### src/rtl/lsu_mem_if.sv
// Load/store memory interface stage: one request at a time, word-aligned req/gnt/rvalid bus,
// raw load word returned with address low bits and funct3 for downstream extraction.
module lsu_mem_if #(
    parameter int unsigned TIMEOUT_CYCLES = 16,
    parameter int unsigned TO_W           = 5
) (
    input  logic        clk,
    input  logic        rst_n,

    input  logic        req_valid,
    output logic        req_ready,
    input  logic        req_we,
    input  logic [31:0] req_addr,
    input  logic [31:0] req_wdata,
    input  logic [2:0]  req_funct3,

    output logic        mem_req,
    input  logic        mem_gnt,
    output logic [31:0] mem_addr,
    output logic        mem_we,
    output logic [3:0]  mem_wmask,
    output logic [31:0] mem_wdata,
    input  logic        mem_rvalid,
    input  logic [31:0] mem_rdata,

    output logic        rsp_valid,
    input  logic        rsp_ready,
    output logic [31:0] rsp_word,
    output logic [1:0]  rsp_addr_end,
    output logic [2:0]  rsp_funct3,
    output logic        rsp_err,

    output logic        misalign_err,
    output logic        busy
);

    typedef enum logic [1:0] {StIdle, StReq, StWait, StRsp} state_e;

    localparam logic [TO_W-1:0] ToLast = TO_W'(TIMEOUT_CYCLES - 1);

    state_e          state_q;
    logic [TO_W-1:0] to_cnt_q;

    logic        misaligned;
    logic [3:0]  wmask_n;
    logic [31:0] wdata_n;

    // Decode of the incoming request; funct3[1:0] selects byte, half or word access.
    always_comb begin
        misaligned = 1'b0;
        wmask_n    = 4'b0000;
        wdata_n    = req_wdata;
        case (req_funct3[1:0])
            2'b00: begin
                wmask_n = 4'b0001 << req_addr[1:0];
                wdata_n = {4{req_wdata[7:0]}};
            end
            2'b01: begin
                misaligned = req_addr[0];
                wmask_n    = req_addr[1] ? 4'b1100 : 4'b0011;
                wdata_n    = {2{req_wdata[15:0]}};
            end
            default: begin
                misaligned = |req_addr[1:0];
                wmask_n    = 4'b1111;
            end
        endcase
        if (!req_we) begin
            wmask_n = 4'b0000;
        end
    end

    always_ff @(posedge clk) begin
        if (!rst_n) begin
            state_q      <= StIdle;
            to_cnt_q     <= '0;
            req_ready    <= 1'b1;
            mem_req      <= 1'b0;
            mem_addr     <= '0;
            mem_we       <= 1'b0;
            mem_wmask    <= '0;
            mem_wdata    <= '0;
            rsp_valid    <= 1'b0;
            rsp_word     <= '0;
            rsp_addr_end <= '0;
            rsp_funct3   <= '0;
            rsp_err      <= 1'b0;
            misalign_err <= 1'b0;
            busy         <= 1'b0;
        end else begin
            misalign_err <= 1'b0;
            unique case (state_q)
                StIdle: begin
                    if (req_valid) begin
                        if (misaligned) begin
                            misalign_err <= 1'b1;
                        end else begin
                            state_q      <= StReq;
                            req_ready    <= 1'b0;
                            busy         <= 1'b1;
                            mem_req      <= 1'b1;
                            mem_addr     <= {req_addr[31:2], 2'b00};
                            mem_we       <= req_we;
                            mem_wmask    <= wmask_n;
                            mem_wdata    <= wdata_n;
                            rsp_addr_end <= req_addr[1:0];
                            rsp_funct3   <= req_funct3;
                        end
                    end
                end
                StReq: begin
                    if (mem_gnt) begin
                        mem_req <= 1'b0;
                        if (mem_we) begin
                            state_q   <= StIdle;
                            req_ready <= 1'b1;
                            busy      <= 1'b0;
                            mem_we    <= 1'b0;
                            mem_wmask <= '0;
                        end else begin
                            state_q  <= StWait;
                            to_cnt_q <= '0;
                        end
                    end
                end
                StWait: begin
                    // Data arriving on the final timeout cycle still wins over the error.
                    if (mem_rvalid) begin
                        state_q   <= StRsp;
                        rsp_valid <= 1'b1;
                        rsp_word  <= mem_rdata;
                        rsp_err   <= 1'b0;
                    end else if ((TIMEOUT_CYCLES != 0) && (to_cnt_q == ToLast)) begin
                        state_q   <= StRsp;
                        rsp_valid <= 1'b1;
                        rsp_word  <= '0;
                        rsp_err   <= 1'b1;
                    end else begin
                        to_cnt_q <= to_cnt_q + 1'b1;
                    end
                end
                StRsp: begin
                    if (rsp_ready) begin
                        state_q   <= StIdle;
                        rsp_valid <= 1'b0;
                        rsp_err   <= 1'b0;
                        req_ready <= 1'b1;
                        busy      <= 1'b0;
                    end
                end
            endcase
        end
    end

endmodule

### config.mk
export PLATFORM = sky130hd
export DESIGN_NAME = lsu_mem_if
export DESIGN_NICKNAME = d
export VERILOG_FILES = /design/src/rtl/lsu_mem_if.sv
export SDC_FILE = /design/constraint.sdc
export NUM_CORES = 1
export LEC_CHECK = 0
export BUFFER_PORTS_ARGS = -buffer_cell sky130_fd_sc_hd__buf_4
export CORE_MARGIN = 1.5
export CORE_UTILIZATION = 25
export CTS_CLUSTER_DIAMETER = 80
export DETAILED_ROUTE_END_ITERATION = 7
export REMOVE_ABC_BUFFERS = 1
export SKIP_CTS_REPAIR_TIMING = 1
export SYNTH_ARGS = -nofsm -noshare
export SYNTH_HDL_FRONTEND = slang
export SYNTH_SLANG_ARGS = --single-unit
export TNS_END_PERCENT = 1
### constraint.sdc
create_clock -name clk -period 1.9 [get_ports clk]
set_input_delay 0.285 -clock clk [delete_from_list [all_inputs] [get_ports clk]]
set_output_delay 0.285 -clock clk [all_outputs]
set_load 0.005 [all_outputs]
Word-level counts from Yosys, hierarchy flattened
Cells that the tools add are included.
Operators by class
  $add $sub $neg: 1
  multiply operators: 0
  div/mod/pow operators: 0
  magnitude comparators: 0
  eq/ne operators: 14
  shift-type cells: 1
  mux-type cells: 48
  bitwise logic cells: 1
  reduce and logical (&&, ||, !) cells: 17
Operators with widths (number)
  32-bit 2-to-1 mux: 2
  32-bit case mux with 2 select lines: 1
  4-bit 2-to-1 mux: 6
  5-bit 2-to-1 mux: 4
  1-bit 2-to-1 mux: 17
  2-bit inequality test (second input constant): 8
  4-bit case mux with 2 select lines: 2
  5-bit AND reduction: 3
  2-bit 2-to-1 mux: 7
  1-bit case mux with 2 select lines: 5
  5-bit case mux with 2 select lines: 1
  3-bit AND reduction: 3
  2-bit case mux with 4 select lines: 1
  2-bit nonzero test: 4
  1-bit case mux with 3 select lines: 2
  6-bit AND reduction: 1
  5-bit by 1-bit adder with 5-bit output (second input constant): 1
  5-bit by 4-bit equality test with 1-bit output (second input constant): 1
  2-bit by 1-bit equality test with 1-bit output (second input constant): 2
  2-bit equality test (second input constant): 2
  2-bit zero test: 2
  4-bit AND reduction: 1
  1-bit by 2-bit left shift with 4-bit output (first input constant): 1
  3-bit inequality test (second input constant): 1
  4 further kinds: 4
Storage, ports and cells
  bits in registers: 117
  latch bits: 0
  RAM bits: 0
  bits in read-only memories: 0
  input bits: 106
  output and inout port bits: 112
  logic and storage cells: 97
  memories kept: 0

Depth between registers and ports, before layout
Gate-level depths: netlist of run 1.
  depth in word-level cells: 6
  mapped depth: 7
  gate-level depth less buffers: 7

Worst setup path after synthesis of run 1
Ideal clock, no wire load.
  kind: reg-to-reg
  from: register to_cnt_q[0]
  to: register rsp_word[24]
  setup time: 0.065 ns
  data arrival time: 1.704 ns
  data required time: 1.835 ns
  path slack: 0.131 ns
  cell stages (with the launch flop): 8
  buffers on the path: 1
  clock period less this slack: 1.769 ns
  cell sequence: dfxtp_1 -> ha_1 -> and3_1 -> ha_1 -> o21ai_1 -> clkbuf_1 -> a22oi_1 -> nor2_1
Between the ends
  word-level cells in the longest chain between the ends: 3
Ends and longest elaborated chain
  start, declared: line 42  | logic [TO_W-1:0] to_cnt_q;
  start signal, assigned: line 139  | to_cnt_q <= to_cnt_q + 1'b1;
  5-bit by 4-bit equality test with 1-bit output: line 133  | end else if ((TIMEOUT_CYCLES != 0) && (to_cnt_q == ToLast)) begin
  2-bit nonzero test (no line)
  2-bit AND reduction (no line)
  end signal, assigned: line 131  | rsp_word <= mem_rdata;
  end, declared: line 28  | output logic [31:0] rsp_word,
No other way between the ends.
A chain may end at the register's enable or synchronous reset.

Worst setup path after layout of run 1
  from: register to_cnt_q[0]
  to: register to_cnt_q[3]
Between the ends
  word-level cells in the longest chain between the ends: 4
  elaborated cells on any way between the ends: 7
  those cells by class: add/sub (1); eq/ne (2); mux (3); reduce/logical (1)
Ends and longest elaborated chain
  5-bit by 1-bit adder with 5-bit output: line 139
  5-bit 2-to-1 mux: line 133
  5-bit 2-to-1 mux: line 128  | if (mem_rvalid) begin
  5-bit case mux with 2 select lines: line 92  | unique case (state_q)
Parallel ways exist; a longest one is shown, timed or not. The select of a mux whose other input is x is not followed.

==> Implementation_results.wiki, run 1 <==
{| class="wikitable"
! Metric !! Value
|-
| Count of unresolved DRC violations after routing || 0
|-
| Overall die height || 138 um
|-
| Gate count of the mapped netlist || 538
|-
| Most frequent cell after synthesis || nand2_1
|-
| R2R Path End || to_cnt_q[3]$_SDFFE_PN0P_
|-
| Initial DRC count || about 200
|-
| Fin area || around 7100 um^2
|-
| Width of the die || ~140 um
|-
| Worst hold path type || input pin to flop
|-
| Clock tree from TritonCTS || yes
|-
| Synth-to-Final Area Change || 55.1%
|-
| CTS H-Tree Depth || 4
|-
| Number of search-and-repair iterations in the first detailed-routing pass || 4
|-
| Maximum number of pins on one net before global-route repair || 69
|-
| Number of antenna violations at the first check in global routing || 0
|-
| P_leak || 0.00308 uW
|-
| Via density || 4.59
|-
| Register-to-register setup slack || 100 ps
|-
| Switch Pwr || 1700 uW
|-
| Async S/R FF share, synth || 0%
|-
| Non-filler instance count after layout || a little under 1000
|-
| Buffers on Ports || between 200 and 250
|-
| Commonest cells in the synthesized netlist || nand2_1, dfxtp_1, nor2_1
|-
| Share of power burned in the clock network || 48.0%
|-
| Power density of the placed cells || 1000 nW/um^2
|-
| Period Utilization, post-route || between 90% and 100%
|-
| Bufs on Longest Clock Path || 2
|-
| Length in cells of the worst reg-to-reg path || 8
|-
| Hold Crit Start || req_addr[31]
|-
| Clk root buf || clkbuf_16
|-
| Overall global routing resource usage || around 15%
|-
| Run status || completed
|-
| Required time of the critical path || 2180 ps
|-
| Max capacitance violation total || 0
|-
| Number of endpoints failing setup at the final stage || 0
|-
| Combinational fraction of design power || between 10% and 20%
|-
| Area of the die || 19200 um^2
|-
| Final setup skew || a little over 4 ps
|-
| Fraction of layout cells with a size suffix above 1 || 36.4%
|-
| Insertion delay of the later-clocked pin in the worst-skew pair || 410 ps
|-
| Sequential fraction of design power || 37.9%
|-
| Starting density of the core || ~26%
|-
| Total congestion overflow after global routing || 0
|-
| Library cell occupying the most area in the post-synthesis netlist || dfxtp_1
|-
| Max Clk Rate || 557 MHz
|-
| Post-synth top flop || dfxtp_1
|-
| Placed Area || 6470 um^2
|-
| Largest cells by area after synthesis || dfxtp_1, nand2_1, a21oi_1
|-
| Proportion of total power due to net switching || 23.8%
|-
| Number of top-level design ports || 218
|-
| Share of the core filled with cells || 39.6%
|-
| Shortest period the worst path allows || 1800 ps
|-
| Data arrival time at the worst-slack endpoint || between 2000 and 2500 ps
|-
| Post-synth top area share || 51.1%
|-
| Distinct cell type count of the synthesized netlist || 43
|-
| Placer's final routability congestion estimate || 0.737
|-
| Worst ir drop on vdd || 0.577 mV
|-
| Critical Path End Type || flop
|-
| Internal cell power || 5420 uW
|-
| Per-cell routed wire length || ~14 um
|-
| Launch point of the worst reg-to-reg path || to_cnt_q[0]$_SDFFE_PN0P_
|-
| Total clock sinks || 117
|-
| Core footprint || 18000 um^2
|-
| Number of register bits inferred by synthesis || 117
|-
| Clock-pin slew of the registers on the worst-case setup and hold paths || 50 ps
|-
| CP endpoint || to_cnt_q[3]$_SDFFE_PN0P_
|-
| Standard-cell rows || between 40 and 50
|-
| Synthesized area per cell || around 8.5 um^2
|-
| Cell area after synthesis || 4590 um^2
|-
| Synthesis Warnings || 0
|-
| Wirelength, routed || 14.1 mm
|-
| Setup crit start kind || flop
|-
| Count of inserted antenna diode cells || 0
|-
| Placed insts || 956
|-
| Count of flip-flops with a built-in enable after synthesis || 0
|-
| Number of global-route vias before repair || 4370
|-
| HPWL after detailed placement || 9.61 mm
|-
| Critical Path Start || to_cnt_q[0]$_SDFFE_PN0P_
|-
| Count of nets left with antenna violations after detail routing || 0
|-
| Total of fill cells in the finished design || 1846
|-
| Via count || 4534
|-
| Clock buffer count from CTS || 17
|-
| Share of the yosys chip area belonging to registers || 51.1%
|-
| Critical path class || flop to flop
|-
| Final Max Slew Viols || 0
|-
| Final hold vios || 0
|-
| Global-route wire length before repair || 22.8 mm
|-
| Critical Path Fanout Max || 5
|-
| Unrepaired setup endpoints after global routing || false
|-
| Final layout net count || 855
|}
-- power groups by stage --
stage | logic (uW) | registers, uW | clock network [uW]
floorplan | 389 | 2760 | 0
global placement | 1010 | 2740 | 0
detailed placement | 1020 | 2750 | 0
CTS | 1020 | 2700 | 3520
global route | 1120 | 2710 | 3650
finish | 1010 | 2700 | 3420
-- cell usage in the layout (no fill, tap or decap), drive strengths merged, types with 2 or more instances in the layout --
cell        n
o21ai      24
nor4b       2
nand2     127
clkinv      2
dfxtp     117
ha          2
conb        2
a211oi     10
clkinvlp    3
o21a        2
a22oi      34
and3        3
bufinv      4
a21oi      57
buf       232
a311oi      9
mux2i      17
nor2       60
or3         3
clkbuf     23
inv         3
xor2        2
nand3       2
o211ai      3
nor2b       3
o22ai       4
-- registers in the layout, indices dropped and copies added, names as in the netlist, named ones only --
name          count
state_q           1
rsp_err           1
req_ready         1
mem_wmask         4
to_cnt_q          5
rsp_word         32
misalign_err      1
mem_addr         30
rsp_valid         1
mem_wdata        32
mem_we            1
mem_req           1
busy              1
rsp_addr_end      2
rsp_funct3        3
-- through the flow --
stage,setup WS (ps),power [uW],hold slack [ps],setup TNS (ps)
6_report,104,7120,126,0
3_5_place_dp,78.6,3770,447,0
3_3_place_gp,83.0,3760,443,0
2_1_floorplan,-676,3150,418,-60120
4_1_cts,55.3,7230,102,0
5_1_grt,12.6,7480,102,0
-- logic make-up (layout without fill, tap and decap cells) --
family                     after synthesis  count (layout)  synth area share [%]
and+or+nand+nor                        205             205                  18.7
AOI/OAI and AO/OA                      147             147                  20.4
DFF                                    117             117                  51.1
buffers and inverters                   47             267                  5.13
muxes                                   17              17                  3.71
adders and majority gates                2               2                 0.545
xor gates and xnor gates                 2               2                 0.382
other                                    1               2                0.0818
-- layout make-up --
class                   count  area, um^2  share of cell area (%)
clock buffers              23         478                    6.72
clock inverters             8         148                    2.08
inverters                   4        16.3                   0.229
multi-input cells         375        2040                    28.6
flip-flops and latches    117        2340                    32.9
well taps                 229         287                    4.03
repair buffers            232        1800                    25.4
-- worst min path at each step --
stage	to	depth (start not counted)
finish	mem_addr[31]$_SDFFE_PN0P_	3
global route	mem_addr[18]$_SDFFE_PN0P_	3
CTS	mem_addr[31]$_SDFFE_PN0P_	3
detailed placement	mem_addr[11]$_SDFFE_PN0P_	2
global placement	mem_addr[24]$_SDFFE_PN0P_	2
floorplan	mem_req$_SDFFE_PN0P_	1
-- worst max-delay path, stage by stage (launching register included) --
cell and delay (ps):
dfxtp_2 330, ha_1 200, and3_1 180, ha_2 190
nor4b_4 280, nor2_2 100, buf_4 160, o21ai_1 160
a21oi_2 70
-- layer usage --
metal / routed length, um / track usage (%)
met4: 117 / 4.16
met1: 6450 / 19.0
met2: 6320 / 23.0
met5: 0 / 0
met3: 1230 / 6.03
Note: power is estimated with default switching activity, not from simulation.
==> inputs of run 2 (changes only) <==
ABC_AREA = 1   (was not set)
==> Implementation_results.wiki, run 2 <==
{| class="wikitable"
! Metric !! Value
|-
| Run status || completed
|-
| Setup crit start kind || flop
|-
| Max capacitance violation total || 0 (unchanged)
|-
| Met1 usage || 19.5% (+0.49 points)
|-
| Pin slew with the least headroom to its limit || 578 ps
|-
| Hold path cells || 3 (unchanged)
|-
| Critical path class || flop to flop
|-
| Fin area || 7270 um^2 (+2.3%)
|-
| Clock buffer count from CTS || 17 (unchanged)
|-
| P_leak || 0.00324 uW (+5.3%)
|-
| Launch point of the worst reg-to-reg path || to_cnt_q[0]$_SDFFE_PN0P_
|-
| Worst Hold Path EP || rsp_word[12]$_SDFFE_PN0P_
|-
| Initial DRC count || 217 (+8.0%)
|-
| CTS H-Tree Depth || 4 (unchanged)
|-
| Hold Crit Start || mem_rdata[12]
|-
| Critical path buffers and inverters || 0 (-1)
|-
| Starting density of the core || 25.5% (-0.063 points)
|-
| Per-cell routed wire length || 14.0 um (-1.8%)
|-
| Global-route wire length before repair || 24.3 mm (+6.3%)
|-
| Remaining max-slew budget at the tightest pin || 61.4%
|-
| Required time of the critical path || 2200 ps (+20 ps)
|-
| Cell chain of the critical path || ha_1 > nand2_1 > nor2_1 > ha_1 > nor2_1 > nand2_1 > nand2_1 > nand2_2 > o21ai_2 > nor2_1
|-
| Library cell occupying the most area in the post-synthesis netlist || dfxtp_1
|-
| Maximum number of pins on one net before global-route repair || 67 (-2.9%)
|-
| Non-filler instance count after layout || 1106 (+12%)
|-
| Worst ir drop on vdd || 0.580 mV (+0.40%)
|-
| Fraction of layout cells with a size suffix above 1 || 32.1% (-4.3 points)
|-
| Async S/R FF share, synth || 0% (unchanged)
|-
| Final layout net count || 968 (+13%)
|-
| Placed insts || 1075 (+12%)
|-
| GR peak layer || met2
|-
| Worst hold path type || input pin to flop
|-
| Clock-pin slew of the registers on the worst-case setup and hold paths || 60 ps (about the same)
|-
| Overall global routing resource usage || 15.6% (+0.75 points)
|-
| Synthesis Warnings || 0 (unchanged)
|-
| Max Clk Rate || 616 MHz (+11%)
|-
| Share of the core filled with cells || 38.9% (-0.71 points)
|-
| Cell area after synthesis || 4760 um^2 (+3.9%)
|-
| Post-synth top area share || 49.2% (-1.9 points)
|-
| Most frequent cell after synthesis || nand2_1
|-
| Standard-cell rows || 50 (+2.0%)
|-
| Via count || 5083 (+12%)
|-
| Total power after layout || 8460 uW (+19%)
|-
| Mux contribution to synthesized area || 0% (-3.7 points)
|-
| Width of the die || 141 um (+1.9%)
|-
| Share of the yosys chip area belonging to registers || 49.2% (-1.9 points)
|-
| Critical Path Fanout Max || 6 (+1)
|-
| Number of global-route vias before repair || 4776 (+9.3%)
|-
| Post-synth top flop || dfxtp_1
|-
| Critical Path End Type || flop
|-
| Count of inserted antenna diode cells || 0 (unchanged)
|-
| Count of flip-flops with a built-in enable after synthesis || 0 (unchanged)
|-
| Placed Area || 6660 um^2 (+2.8%)
|-
| Insertion delay of the later-clocked pin in the worst-skew pair || 410 ps (about the same)
|-
| Wirelength, routed || 15.5 mm (+10%)
|-
| Final hold vios || 0 (unchanged)
|-
| HPWL after detailed placement || 10.8 mm (+12%)
|-
| Adder-cell share of the synthesized area || 0.525% (-0.020 points)
|-
| Largest cells by area after synthesis || dfxtp_1, nand2_1, a21oi_1
|-
| Number of endpoints failing setup at the final stage || 0 (unchanged)
|-
| Bufs on Longest Clock Path || 2 (unchanged)
|-
| Commonest cells in the synthesized netlist || nand2_1, dfxtp_1, a21oi_1
|-
| Cell type of the slowest stage on the worst timing path || dfxtp_1
|-
| Number of antenna violations at the first check in global routing || 0 (unchanged)
|-
| Largest delay contributor family on the critical path || simple AND/OR/NAND/NOR gates
|-
| Most common cell after layout, fill and taps aside || buf_4
|-
| Length in cells of the worst reg-to-reg path || 10 (+2)
|-
| Placer's final routability congestion estimate || 0.797 (+8.2%)
|-
| Overall die height || 141 um (+1.9%)
|-
| Register-to-register setup slack || 280 ps (+170 ps)
|-
| Clock tree from TritonCTS || yes
|-
| Synthesized area per cell || 7.33 um^2 (-14%)
|-
| Count of unresolved DRC violations after routing || 0 (unchanged)
|-
| Gate count of the mapped netlist || 650 (+21%)
|-
| Final Max Slew Viols || 0 (unchanged)
|-
| Most used cells in the layout excluding fill and tap cells || buf_4, nand2_1, dfxtp_1, a21oi_1, nand3_1
|-
| Via density || 4.60 (+0.15%)
|-
| Distinct cell type count of the synthesized netlist || 30 (-30%)
|-
| Simple-gate portion of the synthesized area || 27.9% (+9.3 points)
|-
| Share of the synthesized netlist area taken by xor and xnor gates || 0.184% (-0.20 points)
|-
| R2R Path End || to_cnt_q[4]$_SDFFE_PN0P_
|-
| Setup WS pre-CTS || 281 ps (+203 ps)
|-
| Area of the die || 19900 um^2 (+3.8%)
|-
| Worst path setup slack after routing || 278 ps (+174 ps)
|-
| Data arrival time at the worst-slack endpoint || 1920 ps (-150 ps)
|-
| Buffers on Ports || 215 (unchanged)
|-
| Period Utilization, post-route || 85.4% (-9.1 points)
|-
| Shortest period the worst path allows || 1620 ps (-174 ps)
|-
| Clk root buf || clkbuf_16
|-
| Number of register bits inferred by synthesis || 117 (unchanged)
|-
| GR Layer Usage met2 || 24.5% (+1.4 points)
|-
| Total clock sinks || 117 (unchanged)
|-
| Total congestion overflow after global routing || 0 (unchanged)
|-
| Peak per-stage delay on the critical path || 330 ps (about the same)
|-
| Unrepaired setup endpoints after global routing || false
|-
| Largest registers in the final layout || mem_wdata: 32 flops, rsp_word: 32 flops, mem_addr: 30 flops
|-
| Core footprint || 18700 um^2 (+4.1%)
|-
| Number of top-level design ports || 218 (unchanged)
|-
| Count of nets left with antenna violations after detail routing || 0 (unchanged)
|-
| Main combinational cell family by area after synthesis || simple AND/OR/NAND/NOR gates
|-
| Power density of the placed cells || 1160 nW/um^2 (+16%)
|-
| Fraction of the mapped netlist area in compound gates || 15.3% (-5.1 points)
|-
| Number of search-and-repair iterations in the first detailed-routing pass || 4 (unchanged)
|-
| Final setup skew || 8.88 ps (+4.84 ps)
|-
| Met3 routing resource usage after global routing || 6.39% (+0.36 points)
|-
| Synth-to-Final Area Change || 52.7%
|}
==> run 2: changes by cell type after synthesis, sizes merged, moves of 17 or more <==
| cell | change |
|---|---|
| a22oi | -33 |
| inv | +19 |
| mux2i | -17 |
| nand3 | +62 |
| nand2 | +75 |
| a21oi | +48 |
==> run 2: kinds of logic after synthesis <==
logic type / after synthesis
adders and majority gates: 2
other: 1
buffers and inverters: 69
and+or+nand+nor: 319
xor gates and xnor gates: 1
DFF: 117
AOI/OAI and AO/OA: 141
==> run 2: cell type report <==
class	count	area (um^2)
fill	1949	11400
clock inverter	8	121
sequential	117	2340
inverter	23	86.3
tap	234	293
multi-input combinational	465	2100
timing repair buffer	236	1830
clock buffer	23	498
==> run 2: stage by stage <==
step / hold WS, ps / TNS (ps)
6_report: 128 / 0
5_1_grt: 108 / 0
4_1_cts: 107 / 0
3_5_place_dp: 452 / 0
3_3_place_gp: 449 / 0
2_1_floorplan: 370 / -77410
==> run 2: worst min-delay path: stages <==
cell,delay [ps]
buf_4,100
nand2_1,50
a21oi_1,50
==> run 2: worst max path at each step <==
| stage | startpoint | endpoint | slack [ps] | cells after the start |
|---|---|---|---|---|
| 2_1_floorplan | state_q[0]$_SDFFE_PN0P_ | rsp_addr_end[0]$_SDFFE_PN0P_ | -1220 | 4 |
| 3_3_place_gp | to_cnt_q[0]$_SDFFE_PN0P_ | to_cnt_q[4]$_SDFFE_PN0P_ | 300 | 10 |
| 3_5_place_dp | to_cnt_q[0]$_SDFFE_PN0P_ | to_cnt_q[3]$_SDFFE_PN0P_ | 280 | 10 |
| 4_1_cts | to_cnt_q[0]$_SDFFE_PN0P_ | to_cnt_q[3]$_SDFFE_PN0P_ | 280 | 10 |
| 5_1_grt | to_cnt_q[0]$_SDFFE_PN0P_ | to_cnt_q[3]$_SDFFE_PN0P_ | 80 | 10 |
| 6_report | to_cnt_q[0]$_SDFFE_PN0P_ | to_cnt_q[4]$_SDFFE_PN0P_ | 280 | 10 |
==> run 2: report_power, final <==
group	internal, uW	switching (uW)	leakage (uW)
Combinational	951	1130	0.00198
Clock	2230	1140	0.000305
Sequential	2800	218	0.000953
==> run 2: routing by layer <==
metal	wire [um]	up-vias
li1	-	2549
met3	1410	12
met2	7120	195
met4	153	0
met1	6840	2327
met5	0	-
==> inputs of run 3 (changes only) <==
CORE_UTILIZATION = 40   (was 25)
PLACE_DENSITY = 0.7   (was not set)
==> Implementation_results.wiki, run 3 (synthesis gave the netlist of run 2 again) <==
{| class="wikitable"
! Metric !! Value
|-
| Run status || finished with violations
|-
| Violated checks || DRC
|-
| Length in cells of the worst reg-to-reg path || 10 (unchanged)
|-
| Most common cell after layout, fill and taps aside || buf_4
|-
| Via count || 5172 (+1.8%)
|-
| Proportion of total power due to net switching || 28.6% (-0.78 points)
|-
| Per-cell routed wire length || 14.1 um (+0.42%)
|-
| Power density of the placed cells || 1190 nW/um^2 (+2.8%)
|-
| Total congestion overflow after global routing || 0 (unchanged)
|-
| Max capacitance violation total || 0 (unchanged)
|-
| Max Clk Rate || 585 MHz (-5.1%)
|-
| P_leak || 0.00319 uW (-1.4%)
|-
| Pin slew with the least headroom to its limit || 518 ps (-60.2 ps)
|-
| Overall global routing resource usage || 22.7% (+7.1 points)
|-
| Fraction of layout cells with a size suffix above 1 || 31.1% (-1.0 points)
|-
| Most used cells in the layout excluding fill and tap cells || buf_4, nand2_1, dfxtp_1, a21oi_1, nand3_1
|-
| Final setup skew || 7.33 ps (-1.55 ps)
|-
| Placed insts || 973 (-9.5%)
|-
| Shortest period the worst path allows || 1710 ps (+86.6 ps)
|-
| Non-filler instance count after layout || 1005 (-9.1%)
|-
| Area of the die || 12600 um^2 (-37%)
|-
| Final layout net count || 957 (-1.1%)
|-
| CTS H-Tree Depth || 4 (unchanged)
|-
| Sequential fraction of design power || 35.7% (about the same)
|-
| Remaining max-slew budget at the tightest pin || 65.4% (+4.0 points)
|-
| Total of fill cells in the finished design || 1004 (-48%)
|-
| Critical Path End Type || flop
|-
| HPWL after detailed placement || 9.85 mm (-8.4%)
|-
| Combinational fraction of design power || 24.0% (-0.6 points)
|-
| Total clock sinks || 117 (unchanged)
|-
| Buffers on Ports || 215 (unchanged)
|-
| Number of search-and-repair iterations in the first detailed-routing pass || 8 (+4)
|-
| Internal cell power || 6060 uW (+1.5%)
|-
| Area taken by multi-input logic gates || 2100 um^2 (unchanged)
|-
| Number of global-route vias before repair || 4891 (+2.4%)
|-
| Insertion delay of the later-clocked pin in the worst-skew pair || 410 ps (about the same)
|-
| Total power after layout || 8490 uW (+0.41%)
|-
| Data arrival time at the worst-slack endpoint || 2010 ps (+90 ps)
|-
| Global-route wire length before repair || 23.2 mm (-4.6%)
|-
| Overall die height || 112 um (-20%)
|-
| Wirelength, routed || 14.2 mm (-8.8%)
|-
| Count of nets left with antenna violations after detail routing || 0 (unchanged)
|-
| Unrepaired setup endpoints after global routing || false
|-
| Number of endpoints failing setup at the final stage || 0 (unchanged)
|-
| Hold path cells || 3 (unchanged)
|-
| Core footprint || 11500 um^2 (-38%)
|-
| Switch Pwr || 2430 uW (-2.3%)
|-
| Bufs on Longest Clock Path || 2 (unchanged)
|-
| Starting density of the core || 41.4% (+16 points)
|-
| Critical path class || flop to flop
|-
| Clock buffer count from CTS || 17 (unchanged)
|-
| Critical Path Fanout Max || 6 (unchanged)
|-
| Count of inserted antenna diode cells || 0 (unchanged)
|-
| Sum of negative setup slack || 0 ps (unchanged)
|-
| Period Utilization, post-route || 89.9% (+4.6 points)
|-
| Worst ir drop on vdd || 0.570 mV (-1.6%)
|-
| Standard-cell rows || 39 (-22%)
|-
| Placer's final routability congestion estimate || 0.894 (+12%)
|-
| Largest registers in the final layout || mem_wdata: 32 flops, rsp_word: 32 flops, mem_addr: 30 flops
|-
| Number of antenna violations at the first check in global routing || 0 (unchanged)
|-
| Via density || 5.15 (+12%)
|-
| Clock tree from TritonCTS || yes
|-
| Maximum number of pins on one net before global-route repair || 67 (unchanged)
|-
| Storage element area || 2340 um^2 (unchanged)
|-
| Required time of the critical path || 2200 ps (about the same)
|-
| Width of the die || 112 um (-20%)
|-
| Count of unresolved DRC violations after routing || 20 (+20)
|-
| Final Max Slew Viols || 0 (unchanged)
|-
| Clk root buf || clkbuf_16
|-
| Worst hold path type || input pin to flop
|-
| Clock-pin slew of the registers on the worst-case setup and hold paths || 50 ps (about the same)
|-
| Share of power burned in the clock network || 40.3% (+0.5 points)
|-
| Synth-to-Final Area Change || 49.2%
|-
| Initial DRC count || 549 (+150%)
|-
| Number of top-level design ports || 218 (unchanged)
|-
| Final hold vios || 0 (unchanged)
|-
| Setup crit start kind || flop
|}
[run 3: layout make-up]
cell class / instances / area share, %
clock inverters: 8 / 2.04
multi-input cells: 465 / 29.5
inverters: 23 / 1.21
clock buffers: 24 / 6.92
repair buffers: 225 / 24.8
flip-flops and latches: 117 / 33.0
well taps: 143 / 2.52
[run 3: power groups by stage]
stage / Combinational [uW] / Sequential [uW] / Clock, uW
floorplan: 985 / 3070 / 0
global placement: 2000 / 3060 / 0
detailed placement: 2040 / 3080 / 0
CTS: 2050 / 3030 / 3480
global route: 2280 / 3070 / 3580
finish: 2040 / 3030 / 3420
[run 3: layer usage]
| metal | share of wire [%] | up-vias | GRT usage (%) |
|---|---|---|---|
| met4 | 1.5 | 0 | 8.44 |
| met3 | 10 | 20 | 7.94 |
| met2 | 46 | 253 | 36.3 |
| met1 | 42 | 2372 | 28.3 |
| met5 | 0 | - | 0 |
| li1 | - | 2527 | - |
[run 3: worst paths after layout]
check                                   end  slack [ps]                       from
setup reg to reg   to_cnt_q[4]$_SDFFE_PN0P_         190   to_cnt_q[0]$_SDFFE_PN0P_
hold reg to reg   mem_addr[22]$_SDFFE_PN0P_         460  mem_addr[22]$_SDFFE_PN0P_
setup / recovery   to_cnt_q[4]$_SDFFE_PN0P_         190   to_cnt_q[0]$_SDFFE_PN0P_
hold / removal    rsp_word[21]$_SDFFE_PN0P_         120              mem_rdata[21]
[run 3: metrics by stage]
step | util [%] | hold WS [ps] | area (um^2) | setup slack, ps
after global placement | 56.2 | 449 | 6470 | 335
after CTS | 61.7 | 110 | 7110 | 207
final | 61.7 | 120 | 7110 | 191
after global routing | 61.7 | 115 | 7110 | 3.25
after detailed placement | 56.2 | 453 | 6470 | 212
after floorplan | - | 370 | 4530 | -1220
[run 3: worst max-delay path: stages, from the launching register on]
cell,delay [ps]
dfxtp_1,330
ha_1,220
nand2_1,90
nor2_1,50
ha_1,200
nor2_1,100
nand2_1,70
nand2_1,100
nand2_2,110
o21ai_2,240
nor2_1,80
